File: config.mk
export PLATFORM = sky130hd
export DESIGN_NAME = frac_pi_master
export DESIGN_NICKNAME = d
export VERILOG_FILES = /design/src/rtl/frac_pi_master.sv
export SDC_FILE = /design/constraint.sdc
export NUM_CORES = 1
export LEC_CHECK = 0
export ABC_CLOCK_PERIOD_IN_PS = 2200
export BUFFER_PORTS_ARGS = -buffer_cell sky130_fd_sc_hd__buf_2
export CELL_PAD_IN_SITES_DETAIL_PLACEMENT = 0
export CELL_PAD_IN_SITES_GLOBAL_PLACEMENT = 2
export CORE_ASPECT_RATIO = 2
export CORE_MARGIN = 2
export CORE_UTILIZATION = 35
export DETAILED_ROUTE_END_ITERATION = 12
export GPL_TIMING_DRIVEN = 0
export PLACE_DENSITY_LB_ADDON = 0.1
export SLEW_MARGIN = 40
export SYNTH_ARGS = -nofsm -noshare
export SYNTH_HDL_FRONTEND = slang
export SYNTH_SLANG_ARGS = --single-unit
File: constraint.sdc
create_clock -name clk -period 2.2 [get_ports clk]
set_input_delay 0.33 -clock clk [delete_from_list [all_inputs] [get_ports clk]]
set_output_delay 0.33 -clock clk [all_outputs]
set_load 0.02 [all_outputs]
File: src/rtl/frac_pi_master.sv
// Register-bus initiator for the fractal unit: loads one pixel job into the
// slave's operand registers, starts it, polls status and returns found/timeout.
module frac_pi_master #(
    parameter int N        = 32,
    parameter int POLL_GAP = 2,
    parameter int POLL_MAX = 1023
) (
    input  logic         clk,
    input  logic         rst_n,
    input  logic         req_valid,
    output logic         req_ready,
    input  logic [N-1:0] req_cx,
    input  logic [N-1:0] req_cy,
    input  logic [15:0]  req_max_iter,
    output logic         rsp_valid,
    input  logic         rsp_ready,
    output logic         rsp_found,
    output logic         rsp_timeout,
    output logic         pi_blk_sel,
    output logic [3:0]   pi_addr,
    output logic         pi_wr_en,
    output logic         pi_rd_en,
    output logic [7:0]   pi_wr_data,
    input  logic [7:0]   pi_rd_data
);

    localparam int NB       = 2 * N / 8 + 2;
    localparam int OW       = 2 * N + 16;
    localparam int IW       = $clog2(NB);
    localparam int PW       = $clog2(POLL_MAX + 1);
    localparam int GW       = (POLL_GAP > 1) ? $clog2(POLL_GAP) : 1;
    localparam int GAP_LAST = (POLL_GAP > 0) ? POLL_GAP - 1 : 0;

    localparam logic [3:0] CTRL_ADDR   = 4'hA;
    localparam logic [3:0] STATUS_ADDR = 4'hB;

    typedef enum logic [2:0] {
        IDLE,
        WRITE,
        GO,
        GAP,
        POLL,
        SAMPLE,
        RESP
    } state_t;

    state_t          state;
    logic [IW-1:0]   byte_idx;
    logic [IW-1:0]   next_idx;
    logic [OW-1:0]   ops_sh;
    logic [GW-1:0]   gap_cnt;
    logic [PW-1:0]   poll_cnt;
    logic            status_done;
    logic            unused_status;

    assign next_idx      = byte_idx + IW'(1);
    assign status_done   = pi_rd_data[1] & ~pi_rd_data[0];
    assign unused_status = ^pi_rd_data[7:3];

    // Bus strobes are registered on the edge that enters the state they belong
    // to, so a state and its strobe share the same cycle on the bus.
    always_ff @(posedge clk or negedge rst_n) begin
        if (!rst_n) begin
            state       <= IDLE;
            byte_idx    <= '0;
            ops_sh      <= '0;
            gap_cnt     <= '0;
            poll_cnt    <= '0;
            req_ready   <= 1'b1;
            rsp_valid   <= 1'b0;
            rsp_found   <= 1'b0;
            rsp_timeout <= 1'b0;
            pi_blk_sel  <= 1'b0;
            pi_addr     <= 4'h0;
            pi_wr_en    <= 1'b0;
            pi_rd_en    <= 1'b0;
            pi_wr_data  <= 8'h00;
        end else begin
            pi_wr_en   <= 1'b0;
            pi_rd_en   <= 1'b0;
            pi_blk_sel <= 1'b0;
            case (state)
                IDLE: begin
                    if (req_valid && req_ready) begin
                        req_ready  <= 1'b0;
                        ops_sh     <= {req_max_iter, req_cy, req_cx} >> 8;
                        byte_idx   <= '0;
                        poll_cnt   <= '0;
                        pi_wr_en   <= 1'b1;
                        pi_blk_sel <= 1'b1;
                        pi_addr    <= 4'h0;
                        pi_wr_data <= req_cx[7:0];
                        state      <= WRITE;
                    end
                end
                WRITE: begin
                    pi_wr_en   <= 1'b1;
                    pi_blk_sel <= 1'b1;
                    if (byte_idx == IW'(NB - 1)) begin
                        pi_addr    <= CTRL_ADDR;
                        pi_wr_data <= 8'h01;
                        state      <= GO;
                    end else begin
                        byte_idx   <= next_idx;
                        pi_addr    <= 4'(next_idx);
                        pi_wr_data <= ops_sh[7:0];
                        ops_sh     <= ops_sh >> 8;
                    end
                end
                GO: begin
                    if (POLL_GAP == 0) begin
                        pi_rd_en   <= 1'b1;
                        pi_blk_sel <= 1'b1;
                        pi_addr    <= STATUS_ADDR;
                        state      <= POLL;
                    end else begin
                        gap_cnt <= '0;
                        state   <= GAP;
                    end
                end
                GAP: begin
                    if (gap_cnt == GW'(GAP_LAST)) begin
                        pi_rd_en   <= 1'b1;
                        pi_blk_sel <= 1'b1;
                        pi_addr    <= STATUS_ADDR;
                        state      <= POLL;
                    end else begin
                        gap_cnt <= gap_cnt + GW'(1);
                    end
                end
                POLL: begin
                    poll_cnt <= poll_cnt + PW'(1);
                    state    <= SAMPLE;
                end
                SAMPLE: begin
                    // Busy-and-done together means the slave restarted; keep polling.
                    if (status_done) begin
                        rsp_valid   <= 1'b1;
                        rsp_found   <= pi_rd_data[2];
                        rsp_timeout <= 1'b0;
                        state       <= RESP;
                    end else if (poll_cnt == PW'(POLL_MAX)) begin
                        rsp_valid   <= 1'b1;
                        rsp_found   <= 1'b0;
                        rsp_timeout <= 1'b1;
                        state       <= RESP;
                    end else if (POLL_GAP == 0) begin
                        pi_rd_en   <= 1'b1;
                        pi_blk_sel <= 1'b1;
                        pi_addr    <= STATUS_ADDR;
                        state      <= POLL;
                    end else begin
                        gap_cnt <= '0;
                        state   <= GAP;
                    end
                end
                RESP: begin
                    if (rsp_ready) begin
                        rsp_valid <= 1'b0;
                        req_ready <= 1'b1;
                        state     <= IDLE;
                    end
                end
                default: begin
                    state <= IDLE;
                end
            endcase
        end
    end

endmodule
==> reports/metrics.yaml <==
power:
  p_per_area_nw_per_um2: 1544
  leakage_nw: 2.984
  vdd_drop_max_uv: 540.1
  power.total_mw: 9.858
drt:
  drt_iter0_markers: 92
  ant_nets: 0
  drcViolationCount: 0
  firstDrtPassIters: 4
  finalWirelength_um: 12680
  wl_per_cell_um: 17.52
  vias: 3518
  avgViaCountPerCell: 4.859
setup_path:
  worstPathMaxFanout: 10
  crit_type: "flop to flop"
  crit_required_ns: 2.43
  critPathCaptureType: "flop"
  arrival_ns: 2.29
  rrSetupSlack_ns: 0.15
  cp-start-kind: "flop"
layout:
  fillers: 1465
  finalInstanceArea_um2: 6385
  fin_nets: 619
  seqCellArea_um2: 2730
  final_util_pct: 43.32
  drive_gt1_share_pct: 40.64
  diodes: 0
  final_cells: 724
  multi_input_area_um2: 2365
  area_growth_pct: 22.20
timing:
  drv_slew: 0
  fmax_ghz: 0.4867
  rsz0062_at_grt: "false"
  fin_skew_ns: 0.01307
  setup_viol: 0
  fin_crit_ns: 2.055
  layout_setup_ws_ns: 0.1454
  relSlewSlack_pct: 56.27
  tightest_slew_ns: 0.6536
  timing.final.hold_violations: 0
  fin_crit_sh_pct: 93.39
synth:
  synth_area_per_cell_um2: 12.90
  ys.flop_type: "dfrtp_1"
  synth-seq-cells: 109
  synthArstFlopShare_pct: 100.0
  syn-num-nets: 500
  synth_edf_count: 0
  seq_area_frac_synth_pct: 52.23
  ys_warn_count: 0
  syn_inst: 405
  synthDistinctLibCells: 46
  netlist_area_um2: 5225
place:
  port_buffers: 105
  gp_congestion: 0.7505
  dp_hpwl_um: 9631
  dpl_cell_area_um2: 6032
  place_ws_ns: -0.2366
  dpl.cell_count: 706
floorplanning:
  placementRows: 63
  pin_count: 111
  die_area_um2: 15980
  core_um2: 14740
  initial_core_util_pct: 35.45
  die_w_um: 90.40
  fp.dieH_um: 176.8
grt:
  grt_pass1_vias: 3780
  antenna_found_initial: 0
  grt_pass1_wl_um: 20210
  grt_max_degree: 60
  grtUsageTotal_pct: 16.42
  overflow: 0
flow_run:
  maxCapViolations: 0
cts:
  cts_inserted_buffers: 9
  cts_sinks: 109
  clkTransAtPathRegs_ns: 0.08
  h-tree-depth: 3
  clk_latency_ns: 0.34
  cts-root-buf: "clkbuf_16"
  cts_tree: "yes"
  cts_max_path_buffers: 2
hold_path:
  holdCritPathClass: "input port to flop"
run_status:
  status: "completed"
[cells in the final DEF, fill, tap and decap left out, drive strengths merged, types with 3 or more instances in the layout]
master and n:
o2bb2ai 7, ha 3, mux2i 10, a31oi 6
clkbuf 19, buf 122, nor3 4, o21ai 15
and2 3, clkinv 3, a22o 9, nand2 25
dfrtp 108, mux2 128, nor2 13, nand3 8
inv 5, a21oi 7
[layout make-up]
| class | count | area share, % |
|---|---|---|
| Buffer | 23 | 2.234 |
| Clock buffer | 11 | 3.958 |
| Timing Repair Buffer | 108 | 9.289 |
| Inverter | 4 | 0.2352 |
| Multi-Input combinational cell | 269 | 37.04 |
| Tap cell | 195 | 3.821 |
| Sequential cell | 109 | 42.76 |
| Clock inverter | 5 | 0.6663 |
[metrics by stage]
step / hold slack (ns) / setup TNS, ns
2_1_floorplan: 0.03441 / 0
3_3_place_gp: 0.4573 / -68.26
3_5_place_dp: 0.2774 / -5.658
5_1_grt: 0.1961 / 0
6_report: 0.2135 / 0
4_1_cts: 0.1981 / 0
[report_power, final]
| group | leakage, nW | total (mW) | switching (mW) | internal [mW] |
|---|---|---|---|---|
| registers | 1.34 | 3.41 | 0.477 | 2.93 |
| clock network | 0.142 | 1.61 | 0.770 | 0.842 |
| logic | 1.50 | 4.84 | 2.32 | 2.52 |
[worst paths after layout]
check	from	endpoint	cells past startpoint
max	state[2]	ops_sh[26]	6
min	req_max_iter[10]	ops_sh[66]	2
max reg2reg	state[2]	ops_sh[26]	6
min reg2reg	ops_sh[7]	pi_wr_data[7]	1
max in group asynchronous	rst_n	ops_sh[15]	3
min in group asynchronous	rst_n	state[1]	2
[what timing repair did]
item	in CTS	in global routing
endpoints found under the setup margin	58	50
pin swaps	1	0
hold buffers	1	0
buffers inserted	1	0
gates cloned	0	0
endpoints found under the hold margin	49	0
gates resized for setup	3	12
[cells in the mapped netlist, types with 2 or more instances]
master	number	area share, %
a211o_1	2	0.34
a21o_1	2	0.29
a21oi_1	7	0.67
a22o_1	9	1.5
a2bb2oi_1	2	0.34
a31oi_1	6	0.72
a32o_1	2	0.38
and2_1	3	0.36
and3_1	2	0.24
buf_2	8	0.77
buf_4	7	1.0
clkbuf_1	6	0.43
dfrtp_1	108	52
ha_1	3	0.72
inv_1	4	0.29
mux2_1	64	14
mux2_2	64	14
mux2i_1	10	1.9
nand2_1	25	1.8
nand3_1	8	0.77
nor2_1	12	0.86
nor2b_1	2	0.24
nor3_1	3	0.29
nor3b_2	2	0.48
o21ai_0	5	0.48
o21ai_1	10	0.96
o22ai_1	2	0.24
o2bb2ai_1	7	1.2
o31a_1	2	0.34
xor2_1	2	0.34
[cells by family after synthesis]
family	Yosys count	share of synthesized area, %
xor gates and xnor gates	2	0.3353
AOI/OAI and AO/OA	61	8.262
DFF	109	52.23
and+or+nand+nor	65	6.178
muxes	138	29.50
buffers and inverters	27	2.778
adders and majority gates	3	0.7185
[critical path: stages, from the launching register on]
cell and delay [ns]:
dfrtp_1 0.43, nor3b_4 0.23, buf_12 0.15, clkbuf_4 0.21, clkbuf_4 0.25, mux2_2 0.39
mux2_1 0.29
[layer usage]
| metal | up-vias | track usage, % | share of wire, % |
|---|---|---|---|
| li1 | 1709 | - | - |
| met1 | 1729 | 17.93 | 38 |
| met2 | 68 | 31.48 | 57 |
| met3 | 12 | 3.450 | 3.6 |
| met4 | 0 | 4.872 | 1.4 |
| met5 | - | 0 | 0 |
[flip-flops by register name, indices dropped and copies added (netlist names)]
signal,cells
byte_idx,4
gap_cnt,1
ops_sh,72
pi_addr,4
pi_blk_sel,1
pi_rd_en,1
pi_wr_data,8
pi_wr_en,1
poll_cnt,10
req_ready,1
rsp_found,1
rsp_timeout,1
rsp_valid,1
state,3
(Power assumes the default switching activity.)
